$ cat src/rtl/cache_axi_arbiter.sv
// Shares one AXI master port between icache reads and dcache reads/writes.
// One outstanding read (AR/R) and one outstanding write (AW/W/B), run as independent FSMs.
module cache_axi_arbiter #(
  parameter int ID_W      = 4,
  parameter int ICACHE_ID = 0,
  parameter int DCACHE_ID = 1
) (
  input  logic            clk,
  input  logic            resetn,
  input  logic            i_rd_req,
  input  logic [2:0]      i_rd_type,
  input  logic [31:0]     i_rd_addr,
  output logic            i_rd_rdy,
  output logic            i_ret_valid,
  output logic            i_ret_last,
  output logic [31:0]     i_ret_data,
  input  logic            d_rd_req,
  input  logic [2:0]      d_rd_type,
  input  logic [31:0]     d_rd_addr,
  output logic            d_rd_rdy,
  output logic            d_ret_valid,
  output logic            d_ret_last,
  output logic [31:0]     d_ret_data,
  input  logic            d_wr_req,
  input  logic [2:0]      d_wr_type,
  input  logic [31:0]     d_wr_addr,
  input  logic [3:0]      d_wr_wstrb,
  input  logic [127:0]    d_wr_data,
  output logic            d_wr_rdy,
  output logic [ID_W-1:0] arid,
  output logic [31:0]     araddr,
  output logic [7:0]      arlen,
  output logic [2:0]      arsize,
  output logic [1:0]      arburst,
  output logic            arvalid,
  input  logic            arready,
  input  logic [ID_W-1:0] rid,
  input  logic [31:0]     rdata,
  input  logic [1:0]      rresp,
  input  logic            rlast,
  input  logic            rvalid,
  output logic            rready,
  output logic [ID_W-1:0] awid,
  output logic [31:0]     awaddr,
  output logic [7:0]      awlen,
  output logic [2:0]      awsize,
  output logic [1:0]      awburst,
  output logic            awvalid,
  input  logic            awready,
  output logic [31:0]     wdata,
  output logic [3:0]      wstrb,
  output logic            wlast,
  output logic            wvalid,
  input  logic            wready,
  input  logic [ID_W-1:0] bid,
  input  logic [1:0]      bresp,
  input  logic            bvalid,
  output logic            bready
);
  localparam logic [ID_W-1:0] IID  = ID_W'(ICACHE_ID);
  localparam logic [ID_W-1:0] DID  = ID_W'(DCACHE_ID);
  localparam logic [1:0]      INCR = 2'b01;

  typedef enum logic [1:0] {R_IDLE, R_AR, R_DATA} rstate_t;
  typedef enum logic [1:0] {W_IDLE, W_AW, W_DATA, W_RESP} wstate_t;
  rstate_t rstate;
  wstate_t wstate;

  function automatic logic [7:0] len_of(input logic [2:0] t);
    return (t == 3'b100) ? 8'd3 : 8'd0;
  endfunction
  function automatic logic [2:0] size_of(input logic [2:0] t);
    return (t == 3'b100) ? 3'd2 : {1'b0, t[1:0]};
  endfunction

  // write buffer
  logic [31:0]  wb_addr;
  logic [7:0]   wb_len;
  logic [2:0]   wb_size;
  logic [3:0]   wb_strb;
  logic [127:0] wb_data;
  logic [1:0]   wcnt;

  logic        r_is_d;
  logic        d_hazard, d_grant;
  logic [2:0]  sel_type;
  logic [31:0] sel_addr;

  // A dcache read of the line sitting in the write buffer must wait for the B response.
  assign d_hazard = (wstate != W_IDLE) && (d_rd_addr[31:4] == wb_addr[31:4]);
  assign d_grant  = d_rd_req && !d_hazard;
  assign sel_type = d_grant ? d_rd_type : i_rd_type;
  assign sel_addr = d_grant ? d_rd_addr : i_rd_addr;

  always_ff @(posedge clk) begin
    if (!resetn) begin
      rstate  <= R_IDLE;
      arvalid <= 1'b0;
      arid    <= '0;
      araddr  <= '0;
      arlen   <= '0;
      arsize  <= '0;
      r_is_d  <= 1'b0;
    end else begin
      case (rstate)
        R_IDLE: if (d_grant || i_rd_req) begin
          rstate  <= R_AR;
          arvalid <= 1'b1;
          r_is_d  <= d_grant;
          arid    <= d_grant ? DID : IID;
          araddr  <= sel_addr;
          arlen   <= len_of(sel_type);
          arsize  <= size_of(sel_type);
        end
        R_AR: if (arready) begin
          rstate  <= R_DATA;
          arvalid <= 1'b0;
        end
        R_DATA: if (rvalid && rlast) rstate <= R_IDLE;
        default: rstate <= R_IDLE;
      endcase
    end
  end

  assign arburst     = INCR;
  assign i_rd_rdy    = (rstate == R_AR) && arready && !r_is_d;
  assign d_rd_rdy    = (rstate == R_AR) && arready && r_is_d;
  assign rready      = (rstate == R_DATA);
  assign i_ret_valid = rready && rvalid && (rid == IID);
  assign d_ret_valid = rready && rvalid && (rid == DID);
  assign i_ret_last  = i_ret_valid && rlast;
  assign d_ret_last  = d_ret_valid && rlast;
  assign i_ret_data  = i_ret_valid ? rdata : '0;
  assign d_ret_data  = d_ret_valid ? rdata : '0;

  always_ff @(posedge clk) begin
    if (!resetn) begin
      wstate   <= W_IDLE;
      d_wr_rdy <= 1'b0;
      wcnt     <= '0;
      wb_addr  <= '0;
      wb_len   <= '0;
      wb_size  <= '0;
      wb_strb  <= '0;
      wb_data  <= '0;
    end else begin
      case (wstate)
        W_IDLE: begin
          d_wr_rdy <= 1'b1;
          if (d_wr_req && d_wr_rdy) begin
            wstate   <= W_AW;
            d_wr_rdy <= 1'b0;
            wb_addr  <= d_wr_addr;
            wb_len   <= len_of(d_wr_type);
            wb_size  <= size_of(d_wr_type);
            wb_strb  <= (d_wr_type == 3'b100) ? 4'hf : d_wr_wstrb;
            wb_data  <= d_wr_data;
          end
        end
        W_AW: if (awready) wstate <= W_DATA;
        W_DATA: if (wready) begin
          wcnt <= wcnt + 2'd1;
          if (wlast) begin
            wcnt   <= '0;
            wstate <= W_RESP;
          end
        end
        W_RESP: if (bvalid) begin
          wstate   <= W_IDLE;
          d_wr_rdy <= 1'b1;
        end
        default: wstate <= W_IDLE;
      endcase
    end
  end

  assign awvalid = (wstate == W_AW);
  assign awid    = DID;
  assign awaddr  = wb_addr;
  assign awlen   = wb_len;
  assign awsize  = wb_size;
  assign awburst = INCR;
  assign wvalid  = (wstate == W_DATA);
  assign wdata   = wb_data[{wcnt, 5'd0} +: 32];
  assign wstrb   = wb_strb;
  assign wlast   = wvalid && ({6'd0, wcnt} == wb_len);
  assign bready  = (wstate == W_RESP);

  // Responses carry no information this block acts on.
  logic unused_resp;
  assign unused_resp = ^{rresp, bid, bresp};
endmodule

$ cat config.mk
export PLATFORM = sky130hd
export DESIGN_NAME = cache_axi_arbiter
export DESIGN_NICKNAME = d
export VERILOG_FILES = /design/src/rtl/cache_axi_arbiter.sv
export SDC_FILE = /design/constraint.sdc
export NUM_CORES = 1
export LEC_CHECK = 0
export CORE_AREA = 2 2 197 199
export CTS_CLUSTER_DIAMETER = 30
export DETAILED_ROUTE_END_ITERATION = 8
export DIE_AREA = 0 0 199 201
export SYNTH_ARGS = -nofsm -noshare
export SYNTH_HDL_FRONTEND = slang
export SYNTH_SLANG_ARGS = --single-unit
$ cat constraint.sdc
create_clock -name clk -period 5.2 [get_ports clk]
set_input_delay 0.78 -clock clk [delete_from_list [all_inputs] [get_ports clk]]
set_output_delay 0.78 -clock clk [all_outputs]
set_load 0.005 [all_outputs]
### Word level (Yosys, flattened, before mapping)

Index checks and enable logic that the tools add are counted.

* bits of input ports: 292
* word-level logic and storage cells: 91
* output and inout bits: 211
* bits in writable memories: 0
* latch bits: 0
* memories kept: 0
* flip-flop bits (word level): 231
* memory bits (read-only): 0

* div/mod/pow operators: 0
* multipliers: 0
* add/subtract/negate cells: 1
* bitwise gates (word level): 0
* shifts and indexed selects: 1
* reductions and logical operators: 29
* eq/ne operators: 18
* multiplexer cells: 27
* magnitude comparators: 0

Operators with widths (count)
* variable part select 128 x 8 -> 32 bit: 1
* two-way mux 32 bit: 3
* == test 28 bit: 1
* two-way mux 2 bit: 13
* logical AND 1 bit: 13
* inequality test 2 bit (second input constant): 5
* == test 2 x 8 -> 1 bit: 1
* case mux 2 bit (4 select lines): 1
* AND reduction 2 bit: 4
* == test 2 bit (second input constant): 3
* == test 3 bit (second input constant): 2
* inequality test 2 x 1 -> 1 bit (second input constant): 3
* case mux 2 bit (3 select lines): 1
* AND reduction 3 bit: 2
* nonzero test 2 bit: 3
* two-way mux 1 bit: 5
* AND reduction 5 bit: 1
* == test 2 x 1 -> 1 bit (second input constant): 2
* == test 4 x 1 -> 1 bit (second input constant): 1
* zero test 2 bit: 2
* zero test 4 bit: 1
* two-way mux 4 bit: 1
* case mux 1 bit (2 select lines): 2
* two-way mux 3 bit: 1
* other kinds (3): 4

### Depth between registers and ports, before layout

* depth after elaboration: 7
* depth in mapped cells: 9
* mapped depth without buffers: 7

### Worst setup path after synthesis

No wires, ideal clock.

* path kind: input -> output
* start point: input rid[1]
* end point: output d_ret_data[22]
* arrival: 1.852 ns
* stages: 5
* path slack: 2.568 ns
* path buffers: 2
* data required time: 4.420 ns
* cell sequence: nor4b_1 and3_1 clkbuf_1 clkbuf_1 and2_1

* cells in the longest elaborated chain, start to end: 3

RTL lines
* start, declared: line 37 `input logic [ID_W-1:0] rid,`
* == test 4 x 1 -> 1 bit: line 130 `assign d_ret_valid = rready && rvalid && (rid == DID);`
* logical AND 1 bit: line 130
* via d_ret_valid: line 21 `output logic d_ret_valid,`
* two-way mux 32 bit: line 134 `assign d_ret_data = d_ret_valid ? rdata : '0;`
* end, declared: line 23 `output logic [31:0] d_ret_data,`

The timed path passes the listed nets, and every way through them passes these cells.

### Worst setup path after layout

* start point: input rvalid
* end point: output d_ret_data[26]

* cells in the longest elaborated chain, start to end: 3

RTL lines
* start, declared: line 41 `input logic rvalid,`
* logical AND 1 bit (2 in a row): line 130
* two-way mux 32 bit: line 134

Every way passes these cells.

==> impl_metrics.toml <==
[grt]
antenna_found_initial = 3
grt_max_degree = 130
grt_usage_pct = 18.76
grt_overflow = 0
grt_first_pass_wirelength_mm = 58.17
grt_pass1_vias = 10048

[worst_setup_path]
cpMostUsedCell = "clkdlybuf4s50_1"
crit_buf_inv = 2
cp.required_ps = 4420
slowest_stage = "and3_1"
crit_path_start = "rvalid"
cp_data_arrival_time_ps = 3210
worstRegToRegCells = 6
crit_path_start_kind = "input port"
path_max_fanout = 34
crit_family = "simple AND/OR/NAND/NOR gates"
worstSetupPathType = "in -> out"
r2r_slack_ps = 2700
reg2reg_to = "wb_data[105]"
slowest_delay_ps = 850
reg2reg_from = "wstate[0]"
path_cells = "clkdlybuf4s50_1 -> nor4b_1 -> and3_1 -> and2_1 -> clkdlybuf4s50_1"
cp-end-kind = "output pin"

[sta]
fin_crit_sh_pct = 76.64
hold_violations = 0
clock_skew_ps = 55.56
tns_ps = 0
tightest_slew_ps = 1099
rsz0062_at_grt = "no"
final.min_clock_period_ps = 3985
fmax_mhz = 250.9
slew_headroom_pct = 26.76
layout_setup_ws_ps = 1215
setup_viol = 0
final_max_slew_viol_count = 0

[yosys]
yosysWarningCount = 0
synthAdderAreaFrac_pct = 0.4880
ys_async_sr_fraction_pct = 0
yosysSeqAreaShare_pct = 41.19
synth-xor-area-share_pct = 2.477
ys_ff_latch = 211
synth-main-ff-cell = "dfxtp_1"
synth_compound_area_share_pct = 16.79
synth-edff-count = 0
netlist_area_um2 = 10250
syn_inst = 1166
ys_types = 42
synth_top_family_by_area = "simple AND/OR/NAND/NOR gates"
synth_mux_area_share_pct = 10.66
synth_simple_gate_area_share_pct = 22.25
syn_area_per_cell_um2 = 8.795

[flow_run]
drv_cap = 0

[clock_network]
cts_max_level = 2
insertion_delay_ps = 610
clock_sinks = 211
cts_buffers = 60
postCtsHoldBufs = 0
ctsLongestPathBuffers = 3
root_buffer = "clkbuf_16"
post_cts_resize_count = 0
clk_pin_slew_ps = 40
cts_tree = "done"
cts_setup_buffers = 0

[routing]
drc = 0
drt_iter0_drc = 432
routed_via_density = 4.499
vias = 9781
wl_mm = 38.39
ant_nets = 0
drtPass1Iterations = 4
wl_per_cell_um = 17.66

[floorplanning]
io_pins = 503
dieArea_um2 = 40000
floorplan.rows = 72
core_area_um2 = 38110
dieHeight_um = 201
die_width_um = 199
start_util_pct = 26.91

[pwr]
ir_drop_uv = 293.3
leakagePower_nw = 6.476
powerDensity_nw_per_um2 = 412.8

[placed_design]
hpwl_mm = 26.89
dp_slack_ps = 1272
port_buffers = 469
gp_congestion = 0.7609

[finish]
nFillCells = 3724
area_growth_pct = 69.08
drive_above_1_share_pct = 9.668
num-nets-final = 1902

[hold_path]
hold_depth = 2
hp-class = "reg -> reg"
min_from = "wb_data[93]"
hold_end = "wb_data[93]"

[outcome]
outcome = "completed"
## Yosys cell counts, types with 2 or more instances
master | instances | area (um^2)
a21boi_0 | 162 | 1216
clkbuf_1 | 81 | 304.0
inv_1 | 4 | 15.01
xor2_1 | 28 | 245.2
nor3_1 | 4 | 20.02
buf_1 | 5 | 18.77
conb_1 | 2 | 7.510
buf_2 | 5 | 25.02
o311a_1 | 34 | 340.3
o21ai_0 | 5 | 25.02
nand4_1 | 2 | 12.51
nand3_1 | 3 | 15.01
buf_4 | 30 | 225.2
mux4_2 | 32 | 720.7
ha_1 | 4 | 50.05
nor4_1 | 6 | 37.54
nand2_1 | 329 | 1235
o221a_2 | 5 | 56.30
mux2_2 | 2 | 22.52
buf_6 | 3 | 33.78
nor3b_1 | 33 | 247.7
and3_1 | 2 | 12.51
o211a_1 | 2 | 20.02
mux2i_1 | 35 | 350.3
dfxtp_1 | 211 | 4224
nor2b_1 | 5 | 31.28
and2_1 | 72 | 450.4
o21a_1 | 2 | 15.01
nand2b_1 | 5 | 31.28
nor2_1 | 40 | 150.1
a21oi_1 | 2 | 10.01
## state kept, by name (all words and copies together), names as in the netlist, 4 cells and up
signal,count
araddr,32
wstrb,4
wb_data,128
awaddr,32
## layout by cell type (no fill, tap or decap), types with 2 or more instances in the layout
cell             Yosys  final
nor3b_1             33     33
mux4_2              32     32
nor4_1               6      6
mux2i_1             35     35
o311a_1             34     34
nand2b_1             5      5
nor2_1              40     40
a21boi_0           162    162
and2_1              72     72
bufinv_16            0      8
dfxtp_2              0      2
dfxtp_1            211    209
nand2_1            329    329
clkinv_2             0     14
clkinv_4             0      2
nand3_1              3      2
o211a_1              2      2
clkbuf_1            81      7
clkdlybuf4s50_1      0    468
nand4_1              2      2
o221a_2              5      5
nor3_1               4      4
buf_4               30      8
clkbuf_16            0     60
nor2b_1              5      5
ha_1                 4      4
a21oi_1              2      2
clkbuf_8             0     11
o21ai_0              5      5
clkinvlp_4           0      6
mux2_2               2      2
inv_1                4      4
conb_1               2     25
buf_12               0      3
xor2_1              28     28
clkinv_16            0      2
## routing by layer
metal  vias up  part of all wire, %  global-route usage (%)
met2       341                   47                   30.97
met1      4566                   42                   22.39
li1       4810                    -                       -
met4         4                  2.4                   6.477
met5         -                0.065                       0
met3        60                  8.8                   6.804
## cell type report
| class | instances | area [um^2] | share of cell area [%] |
|---|---|---|---|
| flip-flops and latches | 211 | 4227 | 24.38 |
| inverters | 4 | 15.01 | 0.08659 |
| well taps | 518 | 648.1 | 3.738 |
| clock buffers | 78 | 1679 | 9.684 |
| multi-input cells | 850 | 5514 | 31.80 |
| diodes | 1 | 2.502 | 0.01443 |
| clock inverters | 33 | 449.2 | 2.591 |
| repair buffers | 479 | 4805 | 27.71 |
## worst min-delay path: cells and delay by family (launching register included)
kind	cells	cell delay, ps
DFF	1	300
AOI/OAI and AO/OA	1	60
and+or+nand+nor	1	40
## per-stage QoR
| step | hold WS [ps] | std cells | instance area (um^2) | utilization, % | power (W) |
|---|---|---|---|---|---|
| global placement | 448.4 | 2062 | 15210 | 39.91 | 0.003406 |
| floorplan | 440.2 | 1189 | 10340 | - | 0.002697 |
| CTS | 461.8 | 2173 | 17340 | 45.50 | 0.007246 |
| finish | 459.4 | 2174 | 17340 | 45.50 | 0.007157 |
| global route | 478.5 | 2173 | 17340 | 45.50 | 0.007487 |
| detailed placement | 455.5 | 2062 | 15210 | 39.91 | 0.003427 |
## how the worst max path moves through the flow
stage                     depth (start not counted)        endpoint  slack (ps)
after floorplan                                   5  d_ret_data[22]        2570
after global placement                            5   d_ret_data[7]        1290
after detailed placement                          5   d_ret_data[7]        1270
after CTS                                         5  d_ret_data[26]        1260
after global routing                              5      d_ret_last        1010
final                                             5  d_ret_data[26]        1210
## logic make-up (layout without fill, tap and decap cells)
group	count (synthesis)	count (layout)
AO/OA/AOI/OAI	217	217
multiplexers	69	69
flip-flops	211	211
adder cells (fa/ha/maj)	4	4
XOR/XNOR	29	29
buffers and inverters	128	594
AND/OR/NAND/NOR	506	506
other	2	26
## report_power, final
group	switching, W	internal, W
Sequential	0.000151	0.00186
Combinational	0.000668	0.000712
Clock	0.00112	0.00265
Total	0.00194	0.00522
Note: power is estimated with default switching activity, not from simulation.
